File: src/rtl/eoc_status_if.sv
// Signal bundle between the end-of-computation monitor and whatever arms it and reads its verdict.
// The monitor takes the slave modport; the controlling side (SoC glue or bench) takes the master modport.
interface eoc_status_if #(
  parameter int NUM_CH    = 4,
  parameter int CODE_W    = 8,
  parameter int TIMEOUT_W = 32
);
  localparam int CH_W = (NUM_CH > 1) ? $clog2(NUM_CH) : 1;

  // code_valid_i is a one-way write strobe with no ready: a write is taken on every clock edge
  // where it is high, and accepted or silently dropped by the monitor's own rules.
  logic                 start_i;
  logic [NUM_CH-1:0]    done_mask_i;
  logic [TIMEOUT_W-1:0] timeout_i;
  logic [NUM_CH-1:0]    done_i;
  logic                 code_valid_i;
  logic [CH_W-1:0]      code_ch_i;
  logic [CODE_W-1:0]    code_i;

  logic                 busy_o;
  logic                 finished_o;
  logic [1:0]           exit_status_o;
  logic [NUM_CH-1:0]    ch_done_o;
  logic [NUM_CH-1:0]    fail_mask_o;
  logic [TIMEOUT_W-1:0] cycles_o;
  logic                 irq_o;
  logic [1:0]           state_dbg_o;

  modport master (
    output start_i, done_mask_i, timeout_i, done_i, code_valid_i, code_ch_i, code_i,
    input  busy_o, finished_o, exit_status_o, ch_done_o, fail_mask_o, cycles_o, irq_o,
           state_dbg_o
  );

  modport slave (
    input  start_i, done_mask_i, timeout_i, done_i, code_valid_i, code_ch_i, code_i,
    output busy_o, finished_o, exit_status_o, ch_done_o, fail_mask_o, cycles_o, irq_o,
           state_dbg_o
  );
endinterface

File: src/rtl/eoc_status_monitor.sv
// End-of-computation monitor: synchronises per-channel done lines, collects return codes,
// runs a cycle watchdog and reports one exit verdict with a single-cycle IRQ.
module eoc_status_monitor #(
  parameter int NUM_CH      = 4,
  parameter int CODE_W      = 8,
  parameter int TIMEOUT_W   = 32,
  parameter int SYNC_STAGES = 2
) (
  input logic         clk,
  input logic         rst,
  eoc_status_if.slave bus
);
  localparam int CH_W = (NUM_CH > 1) ? $clog2(NUM_CH) : 1;

  typedef enum logic [1:0] {
    S_IDLE    = 2'd0,
    S_RUN     = 2'd1,
    S_DONE    = 2'd2,
    S_TIMEOUT = 2'd3
  } state_t;

  state_t state_q, state_d;

  logic [NUM_CH-1:0]    sync_q [SYNC_STAGES];
  logic [NUM_CH-1:0]    prev_q;
  logic [NUM_CH-1:0]    rise;

  logic [NUM_CH-1:0]    mask_q, mask_d;
  logic [TIMEOUT_W-1:0] limit_q, limit_d;
  logic [NUM_CH-1:0]    ch_done_q, ch_done_d;
  logic [CODE_W-1:0]    code_q [NUM_CH];
  logic [CODE_W-1:0]    code_d [NUM_CH];
  logic [TIMEOUT_W-1:0] cycles_q, cycles_d;
  logic [1:0]           status_q, status_d;
  logic                 irq_q, irq_d;
  logic                 busy_q, finished_q;
  logic [NUM_CH-1:0]    run_fail;
  logic [NUM_CH-1:0]    fail_mask;

  // Synchroniser chain plus one edge register; a level that was already high is never an edge.
  always_ff @(posedge clk) begin
    if (rst) begin
      for (int i = 0; i < SYNC_STAGES; i++) sync_q[i] <= '0;
      prev_q <= '0;
    end else begin
      sync_q[0] <= bus.done_i;
      for (int i = 1; i < SYNC_STAGES; i++) sync_q[i] <= sync_q[i-1];
      prev_q <= sync_q[SYNC_STAGES-1];
    end
  end

  assign rise = sync_q[SYNC_STAGES-1] & ~prev_q;

  always_ff @(posedge clk) begin
    if (rst) state_q <= S_IDLE;
    else     state_q <= state_d;
  end

  always_comb begin
    state_d   = state_q;
    mask_d    = mask_q;
    limit_d   = limit_q;
    ch_done_d = ch_done_q;
    code_d    = code_q;
    cycles_d  = cycles_q;
    status_d  = status_q;
    irq_d     = 1'b0;
    run_fail  = '0;

    case (state_q)
      S_RUN: begin
        // Matching against each legal index means a code_ch_i >= NUM_CH never lands anywhere.
        for (int c = 0; c < NUM_CH; c++) begin
          if (bus.code_valid_i && bus.code_ch_i == CH_W'(c) && !ch_done_q[c])
            code_d[c] = bus.code_i;
          run_fail[c] = |code_d[c];
        end
        ch_done_d = ch_done_q | rise;
        if (cycles_q != '1) cycles_d = cycles_q + TIMEOUT_W'(1);

        if ((ch_done_d & mask_q) == mask_q) begin
          state_d  = S_DONE;
          irq_d    = 1'b1;
          status_d = (|(run_fail & mask_q)) ? 2'd2 : 2'd1;
        end else if (limit_q != '0 && cycles_q == limit_q - TIMEOUT_W'(1)) begin
          state_d  = S_TIMEOUT;
          irq_d    = 1'b1;
          status_d = 2'd3;
        end
      end
      default: begin
        if (bus.start_i) begin
          state_d   = S_RUN;
          mask_d    = bus.done_mask_i;
          limit_d   = bus.timeout_i;
          ch_done_d = '0;
          for (int c = 0; c < NUM_CH; c++) code_d[c] = '0;
          cycles_d  = '0;
          status_d  = 2'd0;
        end
      end
    endcase
  end

  always_ff @(posedge clk) begin
    if (rst) begin
      mask_q     <= '0;
      limit_q    <= '0;
      ch_done_q  <= '0;
      for (int c = 0; c < NUM_CH; c++) code_q[c] <= '0;
      cycles_q   <= '0;
      status_q   <= 2'd0;
      irq_q      <= 1'b0;
      busy_q     <= 1'b0;
      finished_q <= 1'b0;
    end else begin
      mask_q     <= mask_d;
      limit_q    <= limit_d;
      ch_done_q  <= ch_done_d;
      code_q     <= code_d;
      cycles_q   <= cycles_d;
      status_q   <= status_d;
      irq_q      <= irq_d;
      busy_q     <= (state_d == S_RUN);
      finished_q <= (state_d == S_DONE) || (state_d == S_TIMEOUT);
    end
  end

  always_comb begin
    fail_mask = '0;
    for (int c = 0; c < NUM_CH; c++) fail_mask[c] = |code_q[c];
  end

  assign bus.busy_o        = busy_q;
  assign bus.finished_o    = finished_q;
  assign bus.exit_status_o = status_q;
  assign bus.ch_done_o     = ch_done_q;
  assign bus.fail_mask_o   = fail_mask;
  assign bus.cycles_o      = cycles_q;
  assign bus.irq_o         = irq_q;
  assign bus.state_dbg_o   = state_q;
endmodule

File: src/flat_wrapper.sv
// flat-port wrapper written by rule: the top's interface ports become plain ports
module eoc_status_monitor_flat 
#(
  parameter int NUM_CH      = 4,
  parameter int CODE_W      = 8,
  parameter int TIMEOUT_W   = 32,
  parameter int SYNC_STAGES = 2
)
  (clk, rst, bus_start_i, bus_done_mask_i, bus_timeout_i, bus_done_i, bus_code_valid_i, bus_code_ch_i, bus_code_i, bus_busy_o, bus_finished_o, bus_exit_status_o, bus_ch_done_o, bus_fail_mask_o, bus_cycles_o, bus_irq_o, bus_state_dbg_o);
  eoc_status_if #(.NUM_CH(NUM_CH), .CODE_W(CODE_W), .TIMEOUT_W(TIMEOUT_W)) bus_i ();
  input logic clk;
  input logic rst;
  input wire logic [$bits(bus_i.start_i)-1:0] bus_start_i;
  input wire logic [$bits(bus_i.done_mask_i)-1:0] bus_done_mask_i;
  input wire logic [$bits(bus_i.timeout_i)-1:0] bus_timeout_i;
  input wire logic [$bits(bus_i.done_i)-1:0] bus_done_i;
  input wire logic [$bits(bus_i.code_valid_i)-1:0] bus_code_valid_i;
  input wire logic [$bits(bus_i.code_ch_i)-1:0] bus_code_ch_i;
  input wire logic [$bits(bus_i.code_i)-1:0] bus_code_i;
  output wire logic [$bits(bus_i.busy_o)-1:0] bus_busy_o;
  output wire logic [$bits(bus_i.finished_o)-1:0] bus_finished_o;
  output wire logic [$bits(bus_i.exit_status_o)-1:0] bus_exit_status_o;
  output wire logic [$bits(bus_i.ch_done_o)-1:0] bus_ch_done_o;
  output wire logic [$bits(bus_i.fail_mask_o)-1:0] bus_fail_mask_o;
  output wire logic [$bits(bus_i.cycles_o)-1:0] bus_cycles_o;
  output wire logic [$bits(bus_i.irq_o)-1:0] bus_irq_o;
  output wire logic [$bits(bus_i.state_dbg_o)-1:0] bus_state_dbg_o;
  assign bus_i.start_i = bus_start_i;
  assign bus_i.done_mask_i = bus_done_mask_i;
  assign bus_i.timeout_i = bus_timeout_i;
  assign bus_i.done_i = bus_done_i;
  assign bus_i.code_valid_i = bus_code_valid_i;
  assign bus_i.code_ch_i = bus_code_ch_i;
  assign bus_i.code_i = bus_code_i;
  assign bus_busy_o = bus_i.busy_o;
  assign bus_finished_o = bus_i.finished_o;
  assign bus_exit_status_o = bus_i.exit_status_o;
  assign bus_ch_done_o = bus_i.ch_done_o;
  assign bus_fail_mask_o = bus_i.fail_mask_o;
  assign bus_cycles_o = bus_i.cycles_o;
  assign bus_irq_o = bus_i.irq_o;
  assign bus_state_dbg_o = bus_i.state_dbg_o;
  eoc_status_monitor #(.NUM_CH(NUM_CH), .CODE_W(CODE_W), .TIMEOUT_W(TIMEOUT_W), .SYNC_STAGES(SYNC_STAGES)) u_core (.clk(clk), .rst(rst), .bus(bus_i));
endmodule
File: config.mk
export PLATFORM = sky130hd
export DESIGN_NAME = eoc_status_monitor_flat
export DESIGN_NICKNAME = d
export VERILOG_FILES = /design/src/rtl/eoc_status_if.sv /design/src/rtl/eoc_status_monitor.sv /design/src/flat_wrapper.sv
export SDC_FILE = /design/constraint.sdc
export NUM_CORES = 1
export LEC_CHECK = 0
export BUFFER_PORTS_ARGS = -buffer_cell sky130_fd_sc_hd__buf_2
export CORE_MARGIN = 2
export CORE_UTILIZATION = 30
export CTS_CLUSTER_SIZE = 10
export DETAILED_ROUTE_END_ITERATION = 8
export PLACE_DENSITY_LB_ADDON = 0.3
export SETUP_SLACK_MARGIN = 0.4
export SKIP_CTS_REPAIR_TIMING = 1
export SYNTH_ARGS = -nofsm -noshare
export SYNTH_HDL_FRONTEND = slang
export SYNTH_SLANG_ARGS = --single-unit
File: constraint.sdc
create_clock -name clk -period 8.3 [get_ports clk]
set_input_delay 0.415 -clock clk [delete_from_list [all_inputs] [get_ports clk]]
set_output_delay 0.415 -clock clk [all_outputs]
set_load 0.05 [all_outputs]
# [Yosys cells after proc, flatten, opt, wreduce, memory -nomap -nowiden]
# Memory sizes are Yosys's and may differ from the RTL's.
# Index checks and enable logic that the tools add are counted.
[classes] n_reduce_logical=30 bitwise_logic=8 eq_ne=12 add_sub_neg=2 n_mux=30
[op_table] op="2-to-1 mux 32 bit" count=4
[op_table] op="2-to-1 mux 8 bit" count=8
[op_table] op="OR reduction 8 bit" count=8
[op_table] op="adder 32 x 1 -> 32 bit (second input constant)" count=1
[op_table] op="== test 32 bit" count=1
[op_table] op="inequality test 32 bit (second input constant)" count=1
[op_table] op="nonzero test 32 bit" count=1
[op_table] op="subtractor 32 x 1 -> 32 bit (second input constant)" count=1
[op_table] op="2-to-1 mux 2 bit" count=9
[op_table] op="2-to-1 mux 4 bit" count=4
[op_table] op="bitwise AND 4 bit" count=3
[op_table] op="logical AND 1 bit" count=9
[op_table] op="== test 2 bit (second input constant)" count=4
[op_table] op="== test 2 x 1 -> 1 bit (second input constant)" count=3
[op_table] op="AND reduction 2 bit" count=3
[op_table] op="2-to-1 mux 1 bit" count=5
[op_table] op="== test 4 bit" count=1
[op_table] op="logical NOT 1 bit" count=4
[op_table] op="inverter 4 bit" count=1
[op_table] op="OR 4 bit" count=1
[op_table] op="OR reduction 4 bit" count=1
[op_table] op="inequality test 3 x 1 -> 1 bit (second input constant)" count=1
[op_table] op="logical NOT 2 bit" count=1
[op_table] op="inequality test 2 x 1 -> 1 bit (second input constant)" count=1
[op_table] op="other kinds (5)" count=6
[totals] ram_bits=8 out_inout_bits=47 reg_bits=115 elab_cells=97 in_bits=54 memories=1
[memory_table] memory="u_core.sync_q" depth=2 word_bits=4 read_ports=2 rd_clocked_by_memory_dff=0 write_ports=2 line="eoc_status_monitor.sv:24" rtl="logic [NUM_CH-1:0] sync_q [SYNC_STAGES];"

# [Depth between registers and ports, before layout]
[logic_depth] depth_word=11 depth_mapped=10 ltp_nobuf=10

# [Worst setup path before layout]
# Ideal clock, no wire load.
[synth_timing] kind="flip-flop to flip-flop" startpoint="register u_core.limit_q[0]" endpoint="register u_core.status_q[0], in the netlist u_core.bus.exit_status_o[0]" path_stages_with_launch=11 period_less_slack_ps=3168 arrival_ps=3047 path_slack_ps=5132 path_buffers=0 setup_time_ps=121 path_cell_list="dfxtp_1 -> inv_1 -> ha_1 -> nor4b_2 -> nand3_1 -> nor4_1 -> mux2_2 -> a31o_2 -> a21oi_1 -> a31oi_2 -> mux2_4"
[synth_via] elab_chain_len=5 word_cells_on_any_way=6
[synth_lines] element="start: declaration" line="eoc_status_monitor.sv:29" rtl="logic [TIMEOUT_W-1:0] limit_q, limit_d;"
[synth_lines] element="start signal: assignment" line="eoc_status_monitor.sv:118" rtl="limit_q <= limit_d;"
[synth_lines] element="subtractor 32 x 1 -> 32 bit" line="eoc_status_monitor.sv:85" rtl="end else if (limit_q != '0 && cycles_q == limit_q - TIMEOUT_W'(1)) begin"
[synth_lines] element="== test 32 bit" line="eoc_status_monitor.sv:85"
[synth_lines] element="logical AND 1 bit *" line="eoc_status_monitor.sv:85"
[synth_lines] element="inequality test 3 x 1 -> 1 bit (no source line) *"
[synth_lines] element="AND reduction 2 bit (no source line) *"
[synth_lines] element="end signal: assignment" line="eoc_status_monitor.sv:122" rtl="status_q <= status_d;"
[synth_lines] element="end: declaration" line="eoc_status_monitor.sv:34" rtl="logic [1:0] status_q, status_d;"
# Mark *: on every way between the ends. The rest lies on a longest branch, timed or not.
# A chain may end at the register's enable or synchronous reset.

# [Worst setup path in the final report]
# Ends and elaborated chain as after synthesis.

==> metrics.md <==
| Metric | Value |
|---|---|
| Status | finished clean |
| Die width | approximately 150 µm |
| Synth unique cells | just under 60 |
| Reg2Reg Setup Slack | 4.54 ns |
| Pwr Density | about 220 mW/mm² |
| Largest net degree at the start of global routing | 98 |
| Worst-path clk slew | 0.06 ns |
| Measured slew at the worst slew-check pin | 1.07 ns |
| TritonCTS Buffers | 17 |
| Setup_tns | 0 ns |
| Final WS setup | 4.54 ns |
| Top FF cell, synth | dfxtp_1 |
| Area Overhead vs Synth | 21.6% |
| Register area share after synthesis | 40.0% |
| RSZ-0062 raised after global routing | no |
| Number of synthesized flops with an enable pin | 0 |
| Vias in the first global route | 5343 |
| CP endpoint kind | flip-flop |
| Fin. Hold Viols | 0 |
| Placer congestion estimate | between 0.8 and 0.9 |
| Critical path type | flip-flop to flip-flop |
| Mapped Cells | 790 |
| Die ar. | 0.0215 mm² |
| Drt via density | 5.14 |
| Grt total ovfl | 0 |
| CP peak stage delay | 0.66 ns |
| WHS | 0.191 ns |
| Fillers | 2132 |
| Mapped Nets | 846 |
| CTS root buffer | clkbuf_16 |
| Most frequent cell after synthesis | nand2_1 |
| Flops & latches, synth | 122 |
| Startpoint types | flip-flop |
| Core ar. | between 0.02 and 0.025 mm² |
| Layout cells sized above 1 | 17.6% |
| Port Buffers | 100 |
| Tot GR Track Use | around 17% |
| Highest fanout seen on the critical path | 9 |
| Post-layout nets | 924 |
| Post-DP HPWL | 12.7 mm |
| Final period util | between 40 and 50% |
| Minimum clock period | 3.76 ns |
| Synthesized area | 0.00611 mm² |
| Chip height | 147 µm |
| H-tree depth | 4 |
| Clock Tree Buf Depth | 2 |
| Clock latency on the worst-skew pair | 0.43 ns |
| Cells along the critical path | inv_1 > ha_1 > nor4b_2 > nand3_1 > nor4_1 > mux2_2 > a31o_2 > a21oi_1 > a31oi_2 > mux2_4 |
| Placed instance count | 1119 |
| Top cell type's share of synthesized area | 40.0% |
| Final std cells w/o fill | 1151 |
| Initial antenna violation count | 0 |
| Final core utilization | between 30 and 40% |
| Total I/O pin count | 101 |
| # diodes | 0 |
| Post-synth ARST share | 0% |
| Starting Density | approximately 30% |
| Worst vdd ir | approximately 0.00017 V |
| YS warnings | 0 |
| Required time worst endpoint | 8.62 ns |
| Setup Skew | 0.0108 ns |
| Avg Cell Area, Syn | approximately 7.7 µm² |
| Total number of clock tree sinks | 122 |
| TritonCTS clock tree | built |
| Setup WS pre-CTS | 4.60 ns |
| Site Rows | 52 |
| Fmax | 0.266 GHz |
| Mean routed wirelength per cell | 15.9 µm |
| Final slew viol count | 0 |
| 1st-iter DRT viols | 332 |
| Top cells by area, synth | dfxtp_1, a21oi_1, nand2_1 |
| Post-synth top area cell | dfxtp_1 |
| Residual DRC count | 0 |
| Max cap viols | 0 |
| P_leak | 2.91 nW |
| Final setup fails | 0 |
| First-pass GRT wire length | 29.1 mm |
| DR pass1 iterations | 8 |
| Antenna viol nets, final | 0 |
| Post-Route WL | 18.3 mm |
| Headroom to the max-slew limit | 29.0% |
| Vias post-DR | 5912 |
| CP max stage cell | nor4_1 |
| CP arrival | 4.08 ns |
| Synth cell count leaders | nand2_1, dfxtp_1, a21oi_1, nor2_1, nand3_1 |
| Worst hold path class | primary input to flip-flop |
## area by class of cell
| class | count | area (µm²) | share of cell area, % |
|---|---|---|---|
| Clock buffer | 17 | 425 | 5.73 |
| Clock inverter | 15 | 174 | 2.34 |
| Inverter | 9 | 33.8 | 0.455 |
| Multi-Input combinational cell | 610 | 3450 | 46.5 |
| Sequential cell | 122 | 2440 | 32.9 |
| Tap cell | 270 | 338 | 4.55 |
| Timing Repair Buffer | 108 | 563 | 7.58 |
## power by group
group	internal [mW]	leakage [nW]	switching (mW)	total, mW
sequential	0.605	0.992	0.0218	0.627
clock	0.431	0.294	0.325	0.757
combinational	0.0822	1.63	0.159	0.242
## cells in the final DEF (no fill, tap or decap), drive strengths merged, types with 17 or more instances in the layout
cell and instances:
xor2 21, nand2 138, nor3 25, dfxtp 122
o21ai 22, nand3 49, xnor2 20, inv 20
buf 108, clkbuf 17, nor2b 18, a21oi 104
nor4 21, nor2 51
## metal layers
metal	up-vias	track usage, %	share of wire, %
met1	2777	22.5	47
met4	0	4.95	1.5
met5	-	0	0
li1	2977	-	-
met2	141	27.0	46
met3	17	5.31	5.3
## logic make-up after synthesis
group / count (synthesis) / share of synthesized area [%]
simple gates: 386 / 31.7
compound gates: 176 / 17.5
mux: 5 / 0.921
buf+inv: 58 / 3.65
fa+ha+maj: 2 / 0.410
flops: 122 / 40.0
xor+xnor: 41 / 5.88
## registers in the layout (all words and copies together), names as in the netlist
register                  cells
u_core.bus.ch_done_o          4
u_core.bus.state_dbg_o        2
u_core.limit_q               32
u_core.bus.exit_status_o      2
u_core.prev_q                 4
u_core.code_q                32
u_core.bus.irq_o              1
u_core.mask_q                 4
u_core.sync_q                 8
u_core.bus.cycles_o          32
u_core.bus.busy_o             1
## critical path, delay by kind of cell, from the launching register on
family / cells / cell delay, ns
flip-flops: 1 / 0.34
buffers and inverters: 1 / 0.06
multiplexers: 2 / 0.74
adder cells (fa/ha/maj): 1 / 0.21
AO/OA/AOI/OAI: 3 / 0.58
AND/OR/NAND/NOR: 3 / 1.72
## final timing paths
kind / startpoint / depth (start not counted) / end
max: u_core.limit_q[0] / 10 / u_core.bus.exit_status_o[0]
min reg2reg: u_core.sync_q[0][0] / 1 / u_core.sync_q[0][4]
max reg2reg: u_core.limit_q[0] / 10 / u_core.bus.exit_status_o[0]
min: bus_done_i[3] / 2 / u_core.sync_q[0][3]
## metrics by stage
step / instance area (µm²) / power (mW)
global route: 7430 / 1.70
detailed placement: 6830 / 0.881
global placement: 6830 / 0.881
floorplan: 6110 / 0.808
CTS: 7430 / 1.64
finish: 7430 / 1.63
Note: power is estimated with default switching activity, not from simulation.
